### src/rtl/lab4_net_router_output_ctrl.sv
// Per-output-port controller for the ring router: round-robin arbitration over
// west/terminal/east requests, downstream credit tracking and bubble flow control.
module lab4_net_router_output_ctrl #(
    parameter  int p_num_reqs     = 3,
    parameter  int p_credit_max   = 4,
    parameter  int p_inject_idx   = 1,
    localparam int c_credit_nbits = $clog2(p_credit_max + 1)
) (
    input  logic                      clk,
    input  logic                      reset,
    input  logic [p_num_reqs-1:0]     reqs,
    output logic [p_num_reqs-1:0]     grants,
    output logic                      out_val,
    input  logic                      credit_return,
    output logic [c_credit_nbits-1:0] num_free
);

    localparam logic [c_credit_nbits-1:0] c_credit_one  = c_credit_nbits'(1);
    localparam logic [c_credit_nbits-1:0] c_credit_two  = c_credit_nbits'(2);
    localparam logic [c_credit_nbits-1:0] c_credit_full = c_credit_nbits'(p_credit_max);
    localparam logic [p_num_reqs-1:0]     c_req_one     = p_num_reqs'(1);

    logic [c_credit_nbits-1:0] credits;
    logic [c_credit_nbits-1:0] credits_next;
    logic [p_num_reqs-1:0]     ptr;
    logic [p_num_reqs-1:0]     ptr_next;
    logic [p_num_reqs-1:0]     eligible;
    logic [p_num_reqs-1:0]     masked;
    logic [p_num_reqs-1:0]     grant_raw;
    logic                      xfer;

    // The injection port may never take the last free slot, so it needs two credits.
    for (genvar g = 0; g < p_num_reqs; g++) begin : g_elig
        if (g == p_inject_idx) begin : g_inject
            assign eligible[g] = reqs[g] && (credits >= c_credit_two);
        end else begin : g_through
            assign eligible[g] = reqs[g] && (credits >= c_credit_one);
        end
    end

    // Round-robin pick: lowest eligible bit at or above the pointer, else wrap to the lowest overall.
    always_comb begin
        masked    = eligible & ~(ptr - c_req_one);
        grant_raw = '0;
        if (masked != '0) begin
            grant_raw = masked & (~masked + c_req_one);
        end else begin
            grant_raw = eligible & (~eligible + c_req_one);
        end
    end

    assign grants   = reset ? grant_raw : '0;
    assign out_val  = |grants;
    assign xfer     = out_val;
    assign num_free = credits;

    always_comb begin
        ptr_next     = ptr;
        credits_next = credits;
        if (xfer) begin
            ptr_next = {grants[p_num_reqs-2:0], grants[p_num_reqs-1]};
        end
        if (xfer && !credit_return) begin
            credits_next = credits - c_credit_one;
        end else if (!xfer && credit_return && (credits != c_credit_full)) begin
            credits_next = credits + c_credit_one;
        end
    end

    always_ff @(posedge clk or negedge reset) begin
        if (!reset) begin
            credits <= c_credit_full;
            ptr     <= c_req_one;
        end else begin
            credits <= credits_next;
            ptr     <= ptr_next;
        end
    end

`ifndef SYNTHESIS
    // A return with a full counter and nothing sent means downstream released a slot it never had.
    credit_overflow_check : assert property (@(posedge clk) disable iff (!reset)
        !(credit_return && !xfer && (credits == c_credit_full)));
`endif

endmodule

### config.mk
export PLATFORM = sky130hd
export DESIGN_NAME = lab4_net_router_output_ctrl
export DESIGN_NICKNAME = d
export VERILOG_FILES = /design/src/rtl/lab4_net_router_output_ctrl.sv
export SDC_FILE = /design/constraint.sdc
export NUM_CORES = 1
export LEC_CHECK = 0
export BUFFER_PORTS_ARGS = -buffer_cell sky130_fd_sc_hd__buf_2
export CAP_MARGIN = 20
export CORE_AREA = 2 2 39 41
export DETAILED_ROUTE_END_ITERATION = 16
export DIE_AREA = 0 0 41 43
export PLACE_DENSITY = 0.62
export SETUP_SLACK_MARGIN = 0.2
export SYNTH_ARGS = -nofsm -noshare
export SYNTH_HDL_FRONTEND = slang
export SYNTH_SLANG_ARGS = --single-unit
### constraint.sdc
create_clock -name clk -period 2.8 [get_ports clk]
set_input_delay 0.14 -clock clk [delete_from_list [all_inputs] [get_ports clk]]
set_output_delay 0.14 -clock clk [all_outputs]
set_load 0.01 [all_outputs]
After elaboration in Yosys (flattened, before gate mapping)
Cells that the tools add are included.
{"block": "totals", "out_inout_bits": 7, "in_bits": 6, "register_bits": 6, "elab_cells": 31}
{"block": "op_classes", "n_lt_le_gt_ge": 2, "n_bitwise": 6, "add_sub_neg": 5, "reduce_logical": 11, "eq_ne": 1, "n_mux": 4}
{"cell": "$mux 3", "count": 4}
{"cell": "$add 3x1->3 const B", "count": 3}
{"cell": "$and 3x3->3", "count": 3}
{"cell": "$not 3->3", "count": 3}
{"cell": "$logic_and 1x1->1", "count": 6}
{"cell": "$sub 3x1->3 const B", "count": 2}
{"cell": "$ge 3x1->1 const B", "count": 1}
{"cell": "$ge 3x2->1 const B", "count": 1}
{"cell": "$ne 3x3->1 const B", "count": 1}
{"cell": "$reduce_bool 3->1", "count": 1}
{"cell": "$reduce_or 3->1", "count": 1}
{"cell": "$logic_not 1->1", "count": 2}
{"cell": "$reduce_bool 2->1", "count": 1}

Longest topological paths before layout
Gate-level depths: netlist of run 1.
{"block": "depth", "ltp_word": 14, "depth_mapped": 10, "mapped_depth_nobuf": 8}

Worst setup path after synthesis of run 1
OpenSTA, ideal clock, no wires.
{"block": "synth_path", "path_type": "flip-flop to flip-flop", "start": "register ptr[0]", "end": "register credits[2] (netlist: num_free[2])", "slack_ns": 0.379, "stages_incl_launch_ff": 10, "setup_ns": 0.094, "required_time_ns": 2.706, "arrival_time_ns": 2.326, "synth_period_minus_slack_ns": 2.421, "path_buffers": 1, "path_cell_list": "dfstp_2 inv_1 ha_1 xor2_1 nor3b_1 nor2_1 or3_1 buf_6 and4_4 a311oi_1"}
{"block": "synth_via", "elab_chain_cells": 13, "word_cells_on_any_way": 16, "classes_between": "add/sub (2); mux (3); bitwise (4); reduce/logical (7)"}
{"item": "from (decl)", "line_no": "25", "rtl": "logic [p_num_reqs-1:0] ptr;"}
{"item": "from (signal assigned)", "line_no": "73", "rtl": "ptr <= c_req_one;"}
{"item": "from (signal assigned)", "line_no": "76", "rtl": "ptr <= ptr_next;"}
{"item": "$sub 3x1->3 (*)", "line_no": "43", "rtl": "masked = eligible & ~(ptr - c_req_one);"}
{"item": "$not 3->3 (*)", "line_no": "43"}
{"item": "$and 3x3->3 (*)", "line_no": "43"}
{"item": "$not 3->3", "line_no": "46", "rtl": "grant_raw = masked & (~masked + c_req_one);"}
{"item": "$add 3x1->3", "line_no": "46"}
{"item": "$and 3x3->3", "line_no": "46"}
{"item": "$mux 3 (*)", "line_no": "45", "rtl": "if (masked != '0) begin"}
{"item": "$mux 3 (*)", "line_no": "52", "rtl": "assign grants = reset ? grant_raw : '0;"}
{"item": "via grants[1]", "line_no": "12", "rtl": "output logic [p_num_reqs-1:0] grants,"}
{"item": "$reduce_or 3->1 (*)", "line_no": "53", "rtl": "assign out_val = |grants;"}
{"item": "via out_val", "line_no": "13", "rtl": "output logic out_val,"}
{"item": "$logic_not 1->1", "line_no": "65", "rtl": "end else if (!xfer && credit_return && (credits != c_credit_full)) begin"}
{"item": "$logic_and 1x1->1 (2 in series)", "line_no": "65"}
{"item": "$reduce_bool 2->1 (no source line)"}
{"item": "to (signal assigned)", "line_no": "72", "rtl": "credits <= c_credit_full;"}
{"item": "to (signal assigned)", "line_no": "75", "rtl": "credits <= credits_next;"}
{"item": "to (decl)", "line_no": "23", "rtl": "logic [c_credit_nbits-1:0] credits;"}
The timed path passes the listed nets; every way through them passes the cells marked *.
A chain may end at the register's enable or synchronous reset.

Final worst setup path of run 1
{"block": "layout_path", "start": "register ptr[0]", "end": "output out_val"}
{"block": "layout_via", "elab_chain_cells": 9, "word_cells_on_any_way": 10, "classes_between": "add/sub (2); mux (2); bitwise (4); reduce/logical (2)"}
{"item": "$sub 3x1->3 (*)", "line_no": "43"}
{"item": "$not 3->3 (*)", "line_no": "43"}
{"item": "$and 3x3->3 (*)", "line_no": "43"}
{"item": "$not 3->3", "line_no": "46"}
{"item": "$add 3x1->3", "line_no": "46"}
{"item": "$and 3x3->3", "line_no": "46"}
{"item": "$mux 3 (*)", "line_no": "45"}
{"item": "$mux 3 (*)", "line_no": "52"}
{"item": "$reduce_or 3->1 (*)", "line_no": "53"}
{"item": "to (decl)", "line_no": "13"}
Mark *: on every way between the ends. The rest lies on a longest branch, timed or not.

==> flow_summary.ini, run 1 <==
[outcome]
status = finished clean

[die]
fp.dieW_microns = 41
start_util = 0.3644
die_area_sq_um = 1763
dieHeight_microns = 43
core_sq_um = 1384
io_pins = 13
rows = 14

[route]
drcViolationCount = 0
wl_per_cell_microns = 12.03
ant_nets = 0
num_vias = 432
drt_iter0_drc = 4
drt-total-wl_mm = 1.035
firstDrtPassIters = 3
viasPerCell = 5.023

[power]
p_leak_nw = 0.3013
p_per_area_nw_per_um2 = 1137
ir_drop_v = 0.0004479

[logic_synthesis]
synth-seq-cells = 6
ys_async_sr_fraction = 1.000
synth_nets = 65
syn_area_sq_um = 504.2
avgSynthCellArea_sq_um = 9.338
synthFlopType = dfrtp_1
synthCells = 54
synth_edf_count = 0
yosysSeqAreaShare = 0.3027
yosysMostFrequentCell = inv_1
synth_area_leader_cell = dfrtp_1
yosysUniqueCellTypes = 27
netlist_top_cells_area = dfrtp_1 20%, ha_1 12%, dfstp_2 10%, inv_1 6.0%, and4_4 4.5%
yosysWarnings = 0
synth_top_area_share = 0.1985
synth_common_cells = 8 x inv_1, 5 x ha_1, 5 x nand2_1, 4 x dfrtp_1, 3 x o21ai_0

[sta]
rsz0062_at_grt = false
finalSetupViolations = 0
fmax_ghz = 0.4084
fin_ws_ps = 351.6
worstMarginPinSlew_ps = 385.1
min_period_ps = 2448
slew_headroom = 0.7409
clock-skew-final_ps = 2.180
fin_crit_sh = 0.8744
drv_slew = 0
fin_setup_tns_ps = 0
final_hold_viol_count = 0

[placement]
gp_congestion = 0.7538
dpl.hpwl_microns = 805.4
dp_cells = 80
io_buffer_count = 12
post-place-ws_ps = 266.1

[worst_hold_path]
hold_start = credit_return
hold_end = num_free[1]$_DFFE_PN0P_
min_path_type = in -> reg
worstHoldPathCells = 2

[worst_setup_path]
reg2reg_from = ptr[0]$_DFFE_PN1P_
reg2reg_to = num_free[2]$_DFFE_PN1P_
slowest_stage = dfstp_2
worstSetupPathType = reg -> out
cp_cell_sequence = inv_1 > ha_1 > xor2_2 > nor3b_2 > nor2_1 > or3_4 > buf_2
end_kind = output port
critPathLaunchType = flop
r2r_cells = 8
required_ps = 2660
cp-startpoint = ptr[0]$_DFFE_PN1P_
crit_path_max_fanout = 6
crit_arrival_ps = 2310
max_stage_delay_ps = 560
r2r_slack_ps = 370

[finish]
syn2layout_area_growth_pct = 24.57
instances_no_fill = 86
nFillCells = 153
nets = 82
antennaDiodeCount = 0
drive_gt1_frac = 0.3714

[clock_network]
clkTransAtPathRegs_ps = 50
cts.sinks = 6
cts_tree = built
clock_latency_ps = 250
htreeDepth = 1
cts-root-buf = clkbuf_4
numCtsBuffers = 3
clk_path_buf_depth = 2

[grt]
track_usage = 0.1368
antenna_found_initial = 0
grt_max_degree = 9
overflow = 0
grt_pass1_wl_mm = 1.614
first_global_vias = 435

[flow_run]
drv_cap = 0
==> report_power, final <==
group | leakage, nW | switching [mW] | internal [mW]
logic | 0.217 | 0.228 | 0.202
registers | 0.0690 | 0.0537 | 0.142
clock network | 0.0150 | 0.0350 | 0.0542
==> sequential cells by signal, indices dropped and copies added, names as in the netlist <==
signal    cells
num_free      3
ptr           3
==> worst max path at each step <==
stage | to | cells past startpoint
3_5_place_dp | num_free[2]$_DFFE_PN1P_ | 8
4_1_cts | out_val | 7
5_1_grt | num_free[1]$_DFFE_PN0P_ | 9
3_3_place_gp | num_free[2]$_DFFE_PN1P_ | 8
6_report | out_val | 7
2_1_floorplan | num_free[2]$_DFFE_PN1P_ | 9
==> logic make-up (layout without fill, tap and decap cells) <==
kind of cell,Yosys count,after routing,share of synthesized area
and+or+nand+nor,15,15,0.1737
AOI/OAI and AO/OA,13,13,0.1960
buffers and inverters,10,26,0.1042
DFF,6,6,0.3027
adders and majority gates,5,5,0.1241
muxes,3,3,0.06451
xor gates and xnor gates,2,2,0.03475
==> critical path: cells and delay by family (launching register included) <==
family,cells,cell delay [ps]
and+or+nand+nor,3,840
DFF,1,560
buffers and inverters,2,230
adders and majority gates,1,230
xor gates and xnor gates,1,210
==> layer usage <==
metal / vias up / share of wire / wire length [microns] / GRT usage
li1: 224 / - / - / -
met1: 198 / 0.46 / 471 / 0.1457
met2: 10 / 0.50 / 516 / 0.2281
met3: 0 / 0.044 / 46 / 0.06283
met4: 0 / 0 / 0 / 0.04000
met5: - / 0 / 0 / 0
==> cell type report <==
class	instances	area [sq um]	area share
multi-input combinational	38	321.6	0.5120
clock buffer	4	26.28	0.04183
inverter	8	30.03	0.04781
timing repair buffer	14	77.57	0.1235
sequential	6	152.6	0.2430
tap	16	20.02	0.03187
==> cells in the final DEF (no fill, tap or decap), drive strengths merged <==
cell type	instances
o21ai	3
o2111ai	1
ha	5
nand2	5
clkbuf	4
mux2	2
xor2	1
nor3	1
nor4	2
dfrtp	4
dfstp	2
and4	2
mux2i	1
buf	13
or3	1
inv	8
nor2	2
o22ai	1
o21bai	1
nor3b	2
a21o	1
a311oi	3
o21a	1
o31a	1
xnor2	1
dlygate4sd3	1
a21oi	1
==> stage by stage <==
stage / power, mW / utilization / area (sq um) / hold slack (ps)
after global placement: 0.5826 / 0.4060 / 561.8 / -15.38
after floorplan: 0.5077 / - / 504.2 / -155.6
after CTS: 0.6813 / 0.4322 / 598.1 / 164.1
after detailed placement: 0.5888 / 0.4060 / 561.8 / -17.96
after global routing: 0.7877 / 0.4539 / 628.1 / 166.6
final: 0.7141 / 0.4539 / 628.1 / 166.9
==> what timing repair did <==
action / 4_1_cts / 5_1_grt
gates resized for setup: 0 / 4
hold endpoints to repair: 6 / 0
hold buffers: 1 / 0
endpoints found under the setup margin: 0 / 4
buffers inserted: 0 / 1
No activity file was read; power rests on OpenSTA's default activity.
==> run 2, diff against run 1 <==
Settings changed: CTS_BUF_LIST set to sky130_fd_sc_hd__clkbuf_16, SLEW_MARGIN set to 25.
==> flow_summary.ini, run 2 (synthesis results as in run 1) <==
[outcome]
status = finished clean

[clock_network]
clk_path_buf_depth = 2
clkTransAtPathRegs_ps = 30
cts.sinks = 6
htreeDepth = 1
cts_tree = built
numCtsBuffers = 3
clock_latency_ps = 230
cts-root-buf = clkbuf_16

[route]
ant_nets = 0
wl_per_cell_microns = 12.24
num_vias = 436
firstDrtPassIters = 3
drt_iter0_drc = 1
viasPerCell = 5.070
drcViolationCount = 0
drt-total-wl_mm = 1.053

[finish]
syn2layout_area_growth_pct = 32.51
layout_commonest_cell = buf_2
fin_area_sq_um = 668.1
nets = 82
mostFrequentLayoutCells = 12 x buf_2, 9 x inv_1, 5 x nand2_1, 5 x ha_1, 4 x dfrtp_1
drive_gt1_frac = 0.3429
antennaDiodeCount = 0

[sta]
final_hold_viol_count = 0
finalSetupViolations = 0
slew_headroom = 0.7452
fin_ws_ps = 316.1
fin_crit_sh = 0.8871
fin_setup_tns_ps = 0
clock-skew-final_ps = 0.5457
fmax_ghz = 0.4026
drv_slew = 0
worstMarginPinSlew_ps = 378.8
min_period_ps = 2484
rsz0062_at_grt = false

[grt]
track_usage = 0.1429
antenna_found_initial = 0
first_global_vias = 427
overflow = 0
grt_max_degree = 9
grt_pass1_wl_mm = 1.642

[die]
fp.dieW_microns = 41
core_sq_um = 1384
io_pins = 13
die_area_sq_um = 1763
rows = 14
start_util = 0.3644
dieHeight_microns = 43

[worst_setup_path]
cp-endpoint = num_free[2]$_DFFE_PN1P_
required_ps = 2930
crit_path_max_fanout = 6
crit_arrival_ps = 2620
reg2reg_to = num_free[2]$_DFFE_PN1P_
critPathLaunchType = flop
end_kind = flop
r2r_cells = 9
r2r_slack_ps = 320
worstSetupPathType = reg -> reg
reg2reg_from = ptr[0]$_DFFE_PN1P_
cp-startpoint = ptr[0]$_DFFE_PN1P_

[power]
p_leak_nw = 0.3256
ir_drop_v = 0.0005698
p_per_area_nw_per_um2 = 1259

[placement]
io_buffer_count = 12
dpl.hpwl_microns = 805.4
post-place-ws_ps = 266.1
place_area_sq_um = 561.8
gp_congestion = 0.7538

[flow_run]
drv_cap = 0

[worst_hold_path]
min_path_type = in -> reg
run 2: cell types whose count changed in the layout (fill, tap and decap cells not counted):
cell / change
clkbuf_4: -3
nor3b_2: -1
xor2_1: +1
nor3b_1: +1
inv_1: +1
clkbuf_16: +3
xor2_2: -1
clkbuf_1: -1
run 2: critical path: stages, from the launching register on:
cell      delay, ps
dfstp_2         550
inv_1            70
ha_1            200
xor2_1          200
nor3b_1         280
a311oi_2         60
buf_4           170
or3_4           420
and4_4          200
a311oi_1        230
run 2: layout make-up:
type                       count  area [sq um]
sequential                     6         152.6
fill                         150         715.7
inverter                       8         30.03
clock buffer                   3         75.07
multi-input combinational     38         309.0
tap                           16         20.02
clock inverter                 1         3.754
timing repair buffer          14         77.57
run 2: timing repair:
item | CTS | global route
gates resized for setup | 0 | 2
setup buffers | 0 | 1
endpoints found under the hold margin | 6 | 0
setup endpoints to repair | 0 | 4
hold buffers | 1 | 0
run 2: layer usage:
metal,part of all wire,up-vias,GRT usage
met5,0,-,0
met4,0,0,0.06000
met3,0.051,0,0.06283
met2,0.51,10,0.2375
met1,0.44,201,0.1457
li1,-,225,-
run 2: how the worst min path moves through the flow:
stage | endpoint | cells after the start | slack, ps | startpoint
finish | num_free[1]$_DFFE_PN0P_ | 2 | 190 | credit_return
global placement | num_free[0]$_DFFE_PN0P_ | 1 | -20 | reset
global route | num_free[1]$_DFFE_PN0P_ | 2 | 200 | credit_return
detailed placement | num_free[1]$_DFFE_PN0P_ | 1 | -20 | reset
CTS | num_free[1]$_DFFE_PN0P_ | 2 | 190 | credit_return
floorplan | num_free[0]$_DFFE_PN0P_ | 0 | -160 | reset
run 2: through the flow:
step,utilization,power (mW),hold slack [ps],std cells
6_report,0.4828,0.8411,190.5,86
5_1_grt,0.4828,0.9184,198.0,86
4_1_cts,0.4702,0.8298,190.7,85
3_5_place_dp,0.4060,0.5888,-17.96,80
3_3_place_gp,0.4060,0.5826,-15.38,80
2_1_floorplan,-,0.5077,-155.6,54
run 2: power breakdown:
part	switching (mW)	internal (mW)
logic	0.222	0.194
clock network	0.0474	0.185
registers	0.0509	0.142
total	0.320	0.521
